$ cat config.mk
export PLATFORM = sky130hd
export DESIGN_NAME = pier_eeprom_spi_master
export DESIGN_NICKNAME = d
export VERILOG_FILES = /design/src/rtl/pier_spi_pkg.sv /design/src/rtl/pier_spi_halfbit_timer.sv /design/src/rtl/pier_eeprom_spi_master.sv
export SDC_FILE = /design/constraint.sdc
export NUM_CORES = 1
export LEC_CHECK = 0
export ABC_CLOCK_PERIOD_IN_PS = 2400
export CELL_PAD_IN_SITES_DETAIL_PLACEMENT = 0
export CELL_PAD_IN_SITES_GLOBAL_PLACEMENT = 1
export CORE_MARGIN = 2
export CORE_UTILIZATION = 30
export DETAILED_ROUTE_END_ITERATION = 8
export HOLD_SLACK_MARGIN = 0.02
export PLACE_DENSITY = 0.62
export SLEW_MARGIN = 20
export SYNTH_ARGS = -nofsm -noshare
export SYNTH_HDL_FRONTEND = slang
export SYNTH_SLANG_ARGS = --single-unit
$ cat constraint.sdc
create_clock -name clk -period 2.4 [get_ports clk]
set_input_delay 0.72 -clock clk [delete_from_list [all_inputs] [get_ports clk]]
set_output_delay 0.72 -clock clk [all_outputs]
set_load 0.05 [all_outputs]
$ cat src/rtl/pier_spi_pkg.sv
`default_nettype none
// ============================================================================
// Module   : pier_spi_pkg
// Purpose  : Shared constants for the Pier Solar EEPROM SPI master: register
//            addresses, CTRL/STATUS bit positions and the transfer state enum.
// Ports    : none (package)
// Config   : PIER_SPI_BITBANG_EN (used by the top, not by this package)
// Revision : 1.0 - initial release
// ============================================================================
package pier_spi_pkg;

    // Register addresses on bus_addr
    localparam logic [1:0] REG_DATA   = 2'd0;
    localparam logic [1:0] REG_CTRL   = 2'd1;
    localparam logic [1:0] REG_STATUS = 2'd2;
    localparam logic [1:0] REG_RAW    = 2'd3;

    // CTRL bit positions
    localparam int CTRL_CS_N   = 0;
    localparam int CTRL_HOLD_N = 1;
    localparam int CTRL_WP_N   = 2;

    // STATUS bit positions
    localparam int STAT_BUSY     = 0;
    localparam int STAT_RX_VALID = 1;
    localparam int STAT_OVERRUN  = 2;

    // RAW bit positions
    localparam int RAW_SCK = 0;
    localparam int RAW_SI  = 1;
    localparam int RAW_SO  = 2;

    typedef enum logic [1:0] {
        SPI_IDLE = 2'd0,
        SPI_LOW  = 2'd1,
        SPI_HIGH = 2'd2,
        SPI_DONE = 2'd3
    } spi_state_e;

endpackage : pier_spi_pkg
`default_nettype wire

$ cat src/rtl/pier_spi_halfbit_timer.sv
`default_nettype none
// ============================================================================
// Module   : pier_spi_halfbit_timer
// Purpose  : Counts CLK_DIV clocks per SCK half-period and pulses tick on the
//            last clock of each half-period while run is high.
// Ports    : clk, reset_n (async, active-low), clear (sync), load (restart),
//            run (count enable), tick (one-clk pulse)
// Config   : none
// Revision : 1.0 - initial release
// ============================================================================
module pier_spi_halfbit_timer #(
    parameter int CLK_DIV = 4
) (
    input  logic clk,
    input  logic reset_n,
    input  logic clear,
    input  logic load,
    input  logic run,
    output logic tick
);

    localparam logic [7:0] c_LAST = 8'(CLK_DIV - 1);

    logic [7:0] r_count;

    assign tick = run && (r_count == c_LAST);

    // A tick wraps the count so consecutive half-periods need no reload.
    always_ff @(posedge clk or negedge reset_n) begin
        if (!reset_n) begin
            r_count <= 8'd0;
        end else if (clear || load || tick) begin
            r_count <= 8'd0;
        end else if (run) begin
            r_count <= r_count + 8'd1;
        end
    end

endmodule : pier_spi_halfbit_timer
`default_nettype wire

$ cat src/rtl/pier_eeprom_spi_master.sv
`default_nettype none
// ============================================================================
// Module   : pier_eeprom_spi_master
// Purpose  : Byte-wide mode-0 SPI master driving the M95320 EEPROM pins from
//            68k register accesses (DATA/CTRL/STATUS/RAW).
// Ports    : clk, reset_n, enable, bus_sel/bus_we/bus_addr/bus_di/bus_do,
//            busy, spi_si/spi_sck/spi_cs_n/spi_hold_n/spi_wp_n (out),
//            spi_so (in)
// Config   : PIER_SPI_BITBANG_EN - makes the RAW register live (bit-bang
//            sck/si in IDLE, read back sck/si/so). Undefined: RAW reads 0.
// Revision : 1.0 - initial release
// ============================================================================
module pier_eeprom_spi_master
    import pier_spi_pkg::*;
#(
    parameter int CLK_DIV = 4
) (
    input  logic       clk,
    input  logic       reset_n,
    input  logic       enable,
    input  logic       bus_sel,
    input  logic       bus_we,
    input  logic [1:0] bus_addr,
    input  logic [7:0] bus_di,
    output logic [7:0] bus_do,
    output logic       busy,
    output logic       spi_si,
    output logic       spi_sck,
    output logic       spi_cs_n,
    output logic       spi_hold_n,
    output logic       spi_wp_n,
    input  logic       spi_so
);

    spi_state_e r_state, w_state_next;

    logic [7:0] r_shift, r_rx, r_bus_do;
    logic [2:0] r_bit_idx;
    logic       r_rx_valid, r_overrun, r_cs_n, r_hold_n, r_wp_n;
    logic       w_tick, w_run, w_busy, w_sck, w_si;
    logic       w_raw_sck, w_raw_si;
    logic [7:0] w_raw_rd;

    // Bus decode
    logic w_wr, w_rd, w_data_wr, w_data_rd, w_ctrl_wr, w_stat_rd, w_start, w_abort;
    assign w_wr      = bus_sel & bus_we;
    assign w_rd      = bus_sel & ~bus_we;
    assign w_data_wr = w_wr & (bus_addr == REG_DATA);
    assign w_data_rd = w_rd & (bus_addr == REG_DATA);
    assign w_ctrl_wr = w_wr & (bus_addr == REG_CTRL);
    assign w_stat_rd = w_rd & (bus_addr == REG_STATUS);
    assign w_busy    = (r_state != SPI_IDLE);
    assign w_start   = w_data_wr & ~w_busy;
    // Deasserting chip select mid-byte abandons the transfer.
    assign w_abort   = w_ctrl_wr & w_busy & ~r_cs_n & bus_di[CTRL_CS_N];

    pier_spi_halfbit_timer #(.CLK_DIV(CLK_DIV)) u_timer (
        .clk     (clk),
        .reset_n (reset_n),
        .clear   (~enable),
        .load    (w_start | w_abort),
        .run     (w_run),
        .tick    (w_tick)
    );

`ifdef PIER_SPI_BITBANG_EN
    logic r_raw_sck, r_raw_si;
    logic w_raw_wr;
    assign w_raw_wr = w_wr & (bus_addr == REG_RAW) & ~w_busy;

    always_ff @(posedge clk or negedge reset_n) begin
        if (!reset_n) begin
            r_raw_sck <= 1'b0;
            r_raw_si  <= 1'b1;
        end else if (!enable) begin
            r_raw_sck <= 1'b0;
            r_raw_si  <= 1'b1;
        end else if (w_start) begin
            // sck must be low before the first LOW half-period
            r_raw_sck <= 1'b0;
        end else if (w_raw_wr) begin
            r_raw_sck <= bus_di[RAW_SCK];
            r_raw_si  <= bus_di[RAW_SI];
        end
    end

    assign w_raw_sck = r_raw_sck;
    assign w_raw_si  = r_raw_si;
    assign w_raw_rd  = {5'd0, spi_so, w_si, w_sck};
`else
    assign w_raw_sck = 1'b0;
    assign w_raw_si  = 1'b1;
    assign w_raw_rd  = 8'h00;
`endif

    // State register
    always_ff @(posedge clk or negedge reset_n) begin
        if (!reset_n) begin
            r_state <= SPI_IDLE;
        end else if (!enable) begin
            r_state <= SPI_IDLE;
        end else begin
            r_state <= w_state_next;
        end
    end

    // Next-state logic
    always_comb begin
        w_state_next = r_state;
        case (r_state)
            SPI_IDLE: if (w_start) w_state_next = SPI_LOW;
            SPI_LOW:  if (w_tick)  w_state_next = SPI_HIGH;
            SPI_HIGH: if (w_tick)  w_state_next = (r_bit_idx == 3'd0) ? SPI_DONE : SPI_LOW;
            default:               w_state_next = SPI_IDLE;
        endcase
        if (w_abort) begin
            w_state_next = SPI_IDLE;
        end
    end

    // Output logic
    always_comb begin
        w_sck = 1'b0;
        w_si  = 1'b1;
        w_run = 1'b0;
        case (r_state)
            SPI_IDLE: begin
                w_sck = w_raw_sck;
                w_si  = w_raw_si;
            end
            SPI_LOW: begin
                w_si  = r_shift[7];
                w_run = 1'b1;
            end
            SPI_HIGH: begin
                w_sck = 1'b1;
                w_si  = r_shift[7];
                w_run = 1'b1;
            end
            default: ;
        endcase
    end

    // Datapath and registers
    always_ff @(posedge clk or negedge reset_n) begin
        if (!reset_n) begin
            r_shift    <= 8'h00;
            r_bit_idx  <= 3'd0;
            r_rx       <= 8'h00;
            r_rx_valid <= 1'b0;
            r_overrun  <= 1'b0;
            r_cs_n     <= 1'b1;
            r_hold_n   <= 1'b1;
            r_wp_n     <= 1'b1;
            r_bus_do   <= 8'h00;
        end else if (!enable) begin
            r_shift    <= 8'h00;
            r_bit_idx  <= 3'd0;
            r_rx       <= 8'h00;
            r_rx_valid <= 1'b0;
            r_overrun  <= 1'b0;
            r_cs_n     <= 1'b1;
            r_hold_n   <= 1'b1;
            r_wp_n     <= 1'b1;
            r_bus_do   <= 8'h00;
        end else begin
            if (w_ctrl_wr) begin
                r_cs_n   <= bus_di[CTRL_CS_N];
                r_hold_n <= bus_di[CTRL_HOLD_N];
                r_wp_n   <= bus_di[CTRL_WP_N];
            end

            if (w_start) begin
                r_shift   <= bus_di;
                r_bit_idx <= 3'd7;
            end else if ((r_state == SPI_HIGH) && w_tick) begin
                // so settles one clk after the rising edge, so sample late
                r_shift <= {r_shift[6:0], spi_so};
                if (r_bit_idx != 3'd0) begin
                    r_bit_idx <= r_bit_idx - 3'd1;
                end
            end

            // Completion beats a simultaneous DATA read clearing rx_valid
            if ((r_state == SPI_DONE) && !w_abort) begin
                r_rx       <= r_shift;
                r_rx_valid <= 1'b1;
            end else if (w_data_rd) begin
                r_rx_valid <= 1'b0;
            end

            if (w_data_wr && w_busy) begin
                r_overrun <= 1'b1;
            end else if (w_stat_rd) begin
                r_overrun <= 1'b0;
            end

            if (w_rd) begin
                case (bus_addr)
                    REG_DATA:   r_bus_do <= r_rx;
                    REG_CTRL:   r_bus_do <= {5'd0, r_wp_n, r_hold_n, r_cs_n};
                    REG_STATUS: r_bus_do <= {5'd0, r_overrun, r_rx_valid, w_busy};
                    default:    r_bus_do <= w_raw_rd;
                endcase
            end
        end
    end

    assign bus_do     = r_bus_do;
    assign busy       = w_busy;
    assign spi_sck    = w_sck;
    assign spi_si     = w_si;
    assign spi_cs_n   = r_cs_n;
    assign spi_hold_n = r_hold_n;
    assign spi_wp_n   = r_wp_n;

endmodule : pier_eeprom_spi_master
`default_nettype wire
After elaboration in Yosys (flattened, before gate mapping)
Cells that the tools add are included.
Storage, ports and cells
  flip-flop bits (word level): 42
  bits of input ports: 16
  word-level logic and storage cells: 96
Cells by class
  add/sub/neg operators: 2
  equality and inequality tests: 16
  muxes and demuxes: 36
  bitwise operators: 15
  reduce and logical (&&, ||, !) cells: 16
Operator list (number)
  $mux 8: 9
  $pmux 8 s3: 1
  $mux 1: 15
  $mux 2: 6
  $mux 3: 4
  $ne 3x1->1 const B: 4
  $and 1x1->1: 10
  $add 8x1->8 const B: 1
  $eq 8x2->1 const B: 1
  $ne 4x3->1 const B: 2
  $eq 2x2->1 const B: 3
  $ne 2x1->1 const B: 3
  $pmux 2 s3: 1
  $eq 2x1->1 const B: 2
  $logic_and 1x1->1: 4
  $logic_not 2->1: 2
  $ne 4x4->1 const B: 1
  $not 1->1: 4
  $reduce_bool 2->1: 2
  $logic_not 3->1: 1
  $reduce_and 3->1: 1
  $reduce_bool 3->1: 1
  $sub 3x1->3 const B: 1
  $logic_or 1x1->1: 2
  other kinds (4): 4

Depth between registers and ports, before layout
Gate-level depths: netlist (run 1).
  depth after elaboration: 9
  mapped depth: 8
  gate-level depth less buffers: 6

By module
A second synthesis (run 1) with hierarchy kept.
Second synthesis, totals
  cell total of the unflattened synthesis: 227
  area, all modules: 2224.6 µm²
By module, submodules not included
  pier_eeprom_spi_master: instances 1, cells an instance 187, area each 1803.0 µm²
  pier_spi_halfbit_timer: instances 1, cells an instance 40, area each 421.7 µm²

Worst setup path after synthesis (run 1)
No wires, ideal clock.
  path type: input-to-reg
  start point: input bus_addr[0]
  end point: register r_rx[0]
  setup time: 121 ps
  data arrival time: 2079 ps
  required time: 2279 ps
  setup slack: 200 ps
  stages: 6
  path through: buf_4 -> nand4b_4 -> or4b_4 -> and3_4 -> buf_6 -> a22o_1
On the way
  word-level cells in the longest chain between the ends: 8
RTL lines
  from (decl): line pier_eeprom_spi_master.sv:23  | input logic [1:0] bus_addr,
  $eq 2x1->1: line pier_eeprom_spi_master.sv:50  | assign w_ctrl_wr = w_wr & (bus_addr == REG_CTRL);
  $and 1x1->1: line pier_eeprom_spi_master.sv:50
  $and 1x1->1 (3 in a row): line pier_eeprom_spi_master.sv:55  | assign w_abort = w_ctrl_wr & w_busy & ~r_cs_n & bus_di[CTRL_CS_N];
  $logic_not 1->1: line pier_eeprom_spi_master.sv:185  | if ((r_state == SPI_DONE) && !w_abort) begin
  $logic_and 1x1->1: line pier_eeprom_spi_master.sv:185
  $ne 2x1->1 (no line)
  to (signal assigned): line pier_eeprom_spi_master.sv:186  | r_rx <= r_shift;
  to (decl): line pier_eeprom_spi_master.sv:37  | logic [7:0] r_shift, r_rx, r_bus_do;
No other way between the ends.
A chain may end at the register's enable or synchronous reset.

Worst setup path after layout (run 1)
  start point: input bus_addr[0]
  end point: register r_rx[1]
Same word-level chain as after synthesis.

==> results of run 1 <==
## cell usage after synthesis, drive strengths merged
cell and instances:
o21bai 1, nand2b 3, a32o 1, o2bb2ai 2
nor4b 1, nand4b 1, dfstp 3, ha 7
and2 2, a22oi 5, nand4 4, and3 2
nor4 1, xnor2 4, a22o 8, o2111a 1
a221oi 1, buf 4, nor2 20, a21oi 3
nand2 28, nand3 2, xor2 3, inv 6
a31oi 10, dfrtp 39, o21ai 13, or4b 1
nor3 4, clkbuf 6, o311a 2, or3 2
a31o 1, nor2b 2, nor4bb 2, mux2i 9
## how the worst max path moves through the flow
stage / startpoint / to / slack [ns] / cells after the start
floorplan: bus_addr[0] / r_rx[0]$_DFFE_PN0P_ / 0.20 / 6
global placement: bus_addr[0] / r_rx[7]$_DFFE_PN0P_ / -0.18 / 5
detailed placement: bus_addr[0] / r_rx[7]$_DFFE_PN0P_ / -0.20 / 5
CTS: r_state[0]$_DFFE_PN0P_ / spi_si / 0.11 / 5
global route: r_state[0]$_DFFE_PN0P_ / spi_si / 0.02 / 5
finish: bus_addr[0] / r_rx[1]$_DFFE_PN0P_ / 0.1 / 5
## sequential cells by signal, summed over array words and instances, names as in the netlist
name / count
spi_wp_n: 1
r_bit_idx: 3
r_overrun: 1
r_rx_valid: 1
spi_cs_n: 1
u_timer.r_count: 8
bus_do: 8
r_rx: 8
spi_hold_n: 1
r_state: 2
r_shift: 8
## critical path, stage by stage
cell and delay (ns):
sky130_fd_sc_hd__clkdlybuf4s50_1 0.60, sky130_fd_sc_hd__nand4b_4 0.12, sky130_fd_sc_hd__or4b_4 0.58, sky130_fd_sc_hd__and3_4 0.24
sky130_fd_sc_hd__a22o_1 0.23
## cells by family after synthesis
family / count (synthesis) / share of synthesized area (%)
XOR/XNOR: 7 / 2.94
adder cells (fa/ha/maj): 7 / 4.20
flip-flops: 42 / 50.5
multiplexers: 9 / 4.32
AO/OA/AOI/OAI: 48 / 16.2
buffers and inverters: 16 / 3.54
AND/OR/NAND/NOR: 75 / 18.3
## routing by layer
layer	up-vias	track usage, %	wire length (µm)
met5	-	0	0
met4	0	4.62	54
met3	5	3.13	160
met2	26	23.3	2250
met1	786	19.0	2270
li1	820	-	-
## repair_timing
item / CTS / global route
setup endpoints to repair: 0 / 2
resized for setup: 0 / 1
hold endpoints to repair: 0 / 0
## metrics by stage
| stage | area (µm²) | utilization (%) | TNS, ns | hold WS [ns] | total power, mW |
|---|---|---|---|---|---|
| after global routing | 2710 | 40.0 | 0 | 0.531 | 2.04 |
| final | 2710 | 40.0 | 0 | 0.485 | 1.90 |
| after global placement | 2610 | 38.6 | -3.15 | 0.490 | 1.45 |
| after detailed placement | 2610 | 38.6 | -3.35 | 0.492 | 1.45 |
| after CTS | 2700 | 39.9 | 0 | 0.508 | 1.94 |
| after floorplan | 2090 | - | 0 | 0.424 | 1.17 |
## cell type report
class,instances,area (µm²)
Fill cell,682,4050
Sequential cell,42,1050
Multi-Input combinational cell,146,965
Timing Repair Buffer,49,470
Tap cell,80,100
Clock buffer,5,68.8
Clock inverter,3,23.8
Inverter,6,22.5
## power by group
group	total [mW]	internal [mW]	leakage (nW)	switching (mW)
clock	0.480	0.208	0.0408	0.272
combinational	0.634	0.282	0.573	0.352
sequential	0.791	0.751	0.571	0.0397
==> results.md, run 1 <==
Worst setup path:
- Along the worst path, the maximum fanout reaches 9.
- The critical path launch point type is a primary input.
- STA classifies the critical path endpoint as a flip-flop.
- The origin of the critical flop-to-flop path is r_state[1]$_DFFE_PN0P_.
- The kind of critical path is in2reg.
- For the worst flop-to-flop path, the logic depth is 7.
- The endpoint arrival time on the critical path is approximately 2.5 ns.
- For flop-to-flop paths, the worst setup slack is 0.29 ns.
- At the worst endpoint, the required time is 2.60 ns.
- In this run the critical register-to-register path is captured at r_bit_idx[2]$_DFFE_PN0P_.

Logic synthesis:
- The top cell type by area accounts for a little under half of the synthesized area.
- The distinct cell type count of the synthesized netlist is 40.
- Sequential elements use 50.5% of the synthesized area.
- By area the synthesized netlist is led by sky130_fd_sc_hd__dfrtp_1 47%, sky130_fd_sc_hd__nand2_1 5.0%, sky130_fd_sc_hd__mux2i_1 4.3%.
- The synthesis-stage register bit count is 42.
- The biggest area contributor in the post-synthesis netlist is sky130_fd_sc_hd__dfrtp_1.
- The Yosys step of the flow raised 0 warnings.
- The number of nets in the synthesized netlist is 227.
- The synthesized area per cell is between 10 and 15 µm².
- The combined area of all synthesized cells is between 2000 and 2500 µm².
- The post-synthesis cell count is just over 200.

Power:
- In this run the static leakage power is roughly 1.2 nW.
- The worst-case IR drop observed on VDD is roughly 0.00028 V.
- The cell area power density is about 700 nW/µm².

Global route:
- The pin count of the biggest net entering global routing is 34.
- The initial antenna violation count was 0.
- The first global-routing pass estimated 8450 µm of wire.
- The total global routing track utilization is between 10% and 20%.
- The number of global-route vias before repair is ~1700.
- For this run the aggregate overflow at the end of global routing stands at 0.

Placement:
- Buffers placed on the I/O ports in this run total 29.
- Counting tap cells, the placed design contains a total of around 320 instances.
- The routability congestion estimate from global placement is 0.724.
- The wire-length estimate of the detail-placed layout is roughly 3500 µm.
- The post-placement worst setup slack is -0.202 ns.

Drt:
- The number of antenna-violating nets in the routed design is 0.
- The number of DRC markers after the initial detailed-route iteration is 79.
- After detailed routing, the total wire length is ~4700 µm.
- In the routed design, unresolved DRC markers number 0.
- The first-pass iteration count of the detailed router is 4.
- The via count of the routed design is approximately 1600.
- The vias per cell is 4.95.
- In the final routed layout, each cell accounts on average for between 10 and 15 µm.

Die:
- The floorplan step set the die width to 87.4 µm.
- The die is about 90 µm tall.
- The area of the core is 6760 µm².
- The full die area is roughly 7600 µm².
- Once the floorplan was initialized, standard cells occupied a little under a third of the core.
- The row count is 30.
- The number of top-level pins is 30.

Hold path:
- The worst hold path belongs to the class in2async.

Timing:
- The total of endpoints with negative setup slack in the final report is 0.
- Setup repair after global routing left no endpoint under its margin.
- For the pin with the worst max-slew slack, the measured transition is 0.765 ns.
- The worst setup skew after layout is 0.00601 ns.
- The final worst-path cycle share is between 90 and 100%.
- Once routing completed, OpenROAD measured the worst setup slack at between 0.09 and 0.1 ns.
- For this run, the top clock speed supported by timing is approximately 430 MHz.
- The number of max-slew violations in the final report is 0.
- The worst pin sits at a relative slew slack of 49.0%.
- The number of endpoints with negative hold slack in the final report is 0.
- The clock period could shrink to roughly 2.3 ns.

Clock network:
- The H-tree was split into 2 levels.
- After clock tree synthesis, the clock-pin slew on the worst setup and hold paths is 0.09 ns.
- Buffers inserted during clock tree synthesis total 5.
- TritonCTS built the clock tree.
- The count of hold-fix buffers inserted at cts is 0.
- Once the clock tree was built, the setup fixing pass inserted 0 buffers.
- The clock passes through at most 2 buffers.
- The clock tree root buffer cell is sky130_fd_sc_hd__clkbuf_8.
- The clock latency on the worst-skew pair is 0.30 ns.
- The number of clock sinks is 42.

Job:
- The reported max-cap violation count is 0.

Layout:
- Compared with the post-synthesis result, the final layout area differs by 29.6%.
- The number of antenna repair diodes is 0.
- The post-route netlist has between 15 and 20% of its cells at a drive strength greater than 1.
- The leading cell type in the layout, fill and taps excluded is sky130_fd_sc_hd__dfrtp_1.
- The top cell types in the final layout, fill and taps aside, are 39 x sky130_fd_sc_hd__dfrtp_1, 28 x sky130_fd_sc_hd__nand2_1, 22 x sky130_fd_sc_hd__clkdlybuf4s50_1, 22 x sky130_fd_sc_hd__buf_4, 20 x sky130_fd_sc_hd__nor2_1.
- The number of non-filler instances in the completed layout is between 300 and 400.
- The count of nets after finishing is approximately 270.

Outcome:
- The flow ran to the end, and the final reports show no timing, DRC or antenna violations.
Note: power is estimated with default switching activity, not from simulation.
==> inputs of run 2 (changes only) <==
--- a/config.mk
+++ b/config.mk
@@ -16,4 +16,5 @@
 export SLEW_MARGIN = 20
 export SYNTH_ARGS = -nofsm -noshare
 export SYNTH_HDL_FRONTEND = slang
+export SYNTH_HIERARCHICAL = 1
 export SYNTH_SLANG_ARGS = --single-unit
==> run 2 against run 1 <==
Compared with the run above: total power is 4.5% higher; worst hold slack better by 0.0073 ns; design area rose by 7.4%; first-iteration DRC count grew 15%; sequential power rose by 1%; clock-buffer cell count rose by 1; non-clock buffer count grew 9; area after synthesis is 6.6% higher; combinational power increased by 14%; largest power group unchanged.
==> results.md, run 2 <==
Logic synthesis:
- The combined area of all synthesized cells is 2220 µm² (was 2090 µm²).
- The number of flops mapped to enable cells by yosys is 0 (unchanged).
- Cell types with the highest counts after synthesis: 39 x sky130_fd_sc_hd__dfrtp_1, 25 x sky130_fd_sc_hd__nand2_1, 23 x sky130_fd_sc_hd__nor2_1 (was 39 x sky130_fd_sc_hd__dfrtp_1, 28 x sky130_fd_sc_hd__nand2_1, 20 x sky130_fd_sc_hd__nor2_1).
- The count of yosys warnings during synthesis is 6 (was 0).
- Most area-consuming cells after synthesis: sky130_fd_sc_hd__dfrtp_1 44%, sky130_fd_sc_hd__nand2_1 4.2%, sky130_fd_sc_hd__nand3_1 4.0% (was sky130_fd_sc_hd__dfrtp_1 47%, sky130_fd_sc_hd__nand2_1 5.0%, sky130_fd_sc_hd__mux2i_1 4.3%).
- The post-synth net total is 250 (was 227).
- The dominant register cell in the synthesized netlist was sky130_fd_sc_hd__dfrtp_1 (unchanged).
- The top-area cell type share of the netlist area is 43.9% (was 46.8%).
- The async set-or-reset flop fraction in the synthesized netlist came to 100% (unchanged).
- The post-synthesis cell count came to 227 (was 204).
- The distinct cell type count of the synthesized netlist came to 43 (was 40).
- The synthesized area per cell is 9.80 µm² (was 10.2 µm²).
- The fraction of the yosys area taken by sequential cells was 47.4% (was 50.5%).
- The cell taking the most area after synthesis is sky130_fd_sc_hd__dfrtp_1 (unchanged).
- The synthesis-stage register bit count is 42 (unchanged).
- The most used standard cell by instance count after synthesis is sky130_fd_sc_hd__dfrtp_1 (unchanged).

Die:
- The die height came to 90.1 µm (was 87.4 µm).
- The full die area is 8120 µm² (was 7640 µm²).
- The starting utilization of the core area is 30.8% (was 30.9%).
- The die span in x is 90.1 µm (was 87.4 µm).
- The number of top-level pins is 30 (unchanged).
- The area of the core is 7210 µm² (was 6760 µm²).
- The row count came to 31 (was 30).

Drt:
- The residual DRC count came to 0 (unchanged).
- The final wirelength is 5200 µm (was 4740 µm).
- The via count of the routed design is 1848 (was 1637).
- The number of DRC markers after the initial detailed-route iteration is 91 (was 79).
- The first-pass iteration count of the detailed router is 4 (unchanged).
- The vias per cell was 4.89 (was 4.95).
- The number of antenna-violating nets in the routed design came to 0 (unchanged).
- The post-detailed-route wirelength per cell was 13.7 µm (was 14.3 µm).

Layout:
- The post-route core utilization is 40.3% (was 40.0%).
- Top library cells by usage in the layout, fill and taps aside: 38 x sky130_fd_sc_hd__dfrtp_1, 31 x sky130_fd_sc_hd__buf_4, 25 x sky130_fd_sc_hd__nand2_1, 23 x sky130_fd_sc_hd__nor2_1, 22 x sky130_fd_sc_hd__clkdlybuf4s50_1 (was 39 x sky130_fd_sc_hd__dfrtp_1, 28 x sky130_fd_sc_hd__nand2_1, 22 x sky130_fd_sc_hd__clkdlybuf4s50_1, 22 x sky130_fd_sc_hd__buf_4, 20 x sky130_fd_sc_hd__nor2_1).
- The count of nets after finishing is 301 (was 273).
- The fill cell total of the finished layout is 748 (was 682).
- The leading cell type in the layout, fill and taps excluded is sky130_fd_sc_hd__dfrtp_1 (unchanged).
- The number of antenna repair diodes was 0 (unchanged).
- The synthesis-to-layout area growth is 30.5% (was 29.6%).
- The final instance area is 2900 µm² (was 2710 µm²).
- The proportion of layout cells with a drive suffix above 1 was 21.1% (was 17.5%).

Timing:
- The highest clock frequency the design can meet is 437 MHz (was 435 MHz).
- The number of max-slew violations in the final report came to 0 (unchanged).
- The transition time at the pin with the least slew margin is 0.557 ns (was 0.765 ns).
- The number of endpoints with negative hold slack in the final report is 0 (unchanged).
- The total of endpoints with negative setup slack in the final report came to 0 (unchanged).
- The time the final worst path needs with I/O delays and setup came to 2.29 ns (was 2.30 ns).
- The final worst-path cycle share came to 95.4% (was 95.9%).
- The worst setup skew after layout is 0.00950 ns (was 0.00601 ns).
- The relative slew slack is 62.9% (was 49.0%).
- Setup repair after global routing missed its margin: false (unchanged).
- The accumulated negative setup slack is 0 ns (unchanged).

Power:
- The switching share of total power is 35.9% (was 34.8%).
- The design internal power was 1.28 mW (was 1.24 mW).
- The sequential power share is 40.3% (was 41.5%).
- The leakage component of the power is 1.24 nW (was 1.19 nW).
- The peak supply drop is 0.000228 V (was 0.000282 V).
- The net switching power figure is 714 µW (was 663 µW).
- The share of total power in combinational logic is 36.4% (was 33.3%).
- The cell area power density was 685 nW/µm² (was 704 nW/µm²).
- The share of total power in the clock network came to 23.3% (was 25.2%).

Clock network:
- The clock tree root buffer cell is sky130_fd_sc_hd__clkbuf_8 (unchanged).
- The clock tree from TritonCTS is done (unchanged).
- The maximum buffer depth of the clock tree is 2 (unchanged).
- The TritonCTS buffer count is 5 (unchanged).
- The clock-pin slew on the worst setup and hold paths is 0.09 ns (about the same).
- The number of clock sinks is 42 (unchanged).
- The maximum level of the CTS H-tree is 2 (unchanged).
- The count of hold-fix buffers inserted at cts is 0 (unchanged).
- The clock latency on the worst-skew pair was 0.30 ns (about the same).

Global route:
- The total global routing track utilization is 13.4% (was 14.3%).
- The met3 capacity usage during global routing is 2.18% (was 3.13%).
- The global-route track usage on met1 is 20.2% (was 19.0%).
- The highest-utilization routing layer at the global route stage is met1 (was met2).
- The met2 global-route usage is 19.5% (was 23.3%).
- The initial antenna violation count is 0 (unchanged).
- The wire length of the first global-routing pass is 8940 µm (was 8450 µm).
- The pin count of the biggest net entering global routing is 43 (was 34).
- The number of global-route vias before repair is 1795 (was 1731).
- The aggregate global routing overflow is 0 (unchanged).

Worst setup path:
- The capturing element type of the critical path is a primary output (was flip-flop).
- The critical path launch point type was a flip-flop (was primary input).
- The endpoint arrival time on the critical path was 1.57 ns (was 2.50 ns).
- The worst endpoint required time is 1.68 ns (was 2.60 ns).
- The kind of critical path is reg2out (was in2reg).
- The peak fanout along the critical path is 7 (was 9).
- The origin of the critical flop-to-flop path is u_timer/r_count[5]$_DFFE_PN0P_ (was r_state[1]$_DFFE_PN0P_).
- The beginning of the critical path is r_state[1]$_DFFE_PN0P_ (was bus_addr[0]).

Outcome:
- Result of the run: finished, final reports clean (unchanged).

Placement:
- The routability congestion estimate from global placement is 0.741 (was 0.724).
- The post-detailed-placement half-perimeter wirelength came to 3670 µm (was 3490 µm).
- The count of input and output buffers was 29 (unchanged).
- The instance area after placement is 2790 µm² (was 2610 µm²).

Job:
- The reported max-cap violation count came to 0 (unchanged).

Hold path:
- The class of the worst hold path is in2async (unchanged).
run 2: power by group through the flow:
| stage | logic (mW) | registers [mW] | clock network, mW |
|---|---|---|---|
| after floorplan | 0.407 | 0.815 | 0 |
| after global placement | 0.724 | 0.813 | 0 |
| after detailed placement | 0.726 | 0.814 | 0 |
| after CTS | 0.727 | 0.801 | 0.478 |
| after global routing | 0.792 | 0.810 | 0.506 |
| final | 0.724 | 0.802 | 0.464 |
run 2: routing by layer:
layer	vias to the layer above	share of wire, %
li1	910	-
met4	0	1.2
met1	890	49
met2	43	45
met3	5	4.1
met5	-	0
run 2: repair_timing:
item | 4_1_cts | 5_1_grt
setup endpoints to repair | 0 | 4
resized for setup | 0 | 4
setup buffers | 0 | 2
run 2: area by class of cell:
class | count | area, µm² | area share (%)
Clock inverter | 2 | 13.8 | 0.474
Tap cell | 99 | 124 | 4.27
Inverter | 10 | 37.5 | 1.29
Clock buffer | 6 | 72.6 | 2.50
Timing Repair Buffer | 58 | 538 | 18.5
Multi-Input combinational cell | 161 | 1060 | 36.6
Sequential cell | 42 | 1060 | 36.4
run 2: stage by stage:
step	hold WS [ns]	cells	worst slack, ns	power (mW)
6_report	0.492	378	0.110	1.99
3_5_place_dp	0.496	368	-0.0442	1.54
3_3_place_gp	0.495	368	-0.0225	1.54
4_1_cts	0.516	376	0.0455	2.01
2_1_floorplan	0.424	227	0.0379	1.22
5_1_grt	0.541	378	0.0177	2.11
run 2: cell families after synthesis:
group | Yosys count | synth area share (%)
mux | 10 | 4.61
xor+xnor | 5 | 1.97
compound gates | 51 | 16.9
simple gates | 88 | 19.8
buf+inv | 24 | 5.34
fa+ha+maj | 7 | 3.94
flops | 42 | 47.4
run 2: path summary, 6_finish.rpt:
| path | slack, ns | cells past startpoint | to |
|---|---|---|---|
| worst max-delay path | 0.11 | 5 | spi_si |
| worst min-delay path | 0.49 | 2 | r_bit_idx[2]$_DFFE_PN0P_ |
| worst max register to register | 0.15 | 6 | r_state[0]$_DFFE_PN0P_ |
| worst min register to register | 0.51 | 2 | r_rx[6]$_DFFE_PN0P_ |
| max in group asynchronous | 1.49 | 2 | r_state[0]$_DFFE_PN0P_ |
| min in group clk | 0.51 | 2 | r_rx[6]$_DFFE_PN0P_ |
run 2: worst max-delay path, stage by stage (launching register included):
cell	delay, ns
sky130_fd_sc_hd__dfrtp_1	0.44
sky130_fd_sc_hd__inv_1	0.09
sky130_fd_sc_hd__ha_1	0.30
sky130_fd_sc_hd__buf_4	0.18
sky130_fd_sc_hd__nand2b_1	0.12
sky130_fd_sc_hd__buf_12	0.15
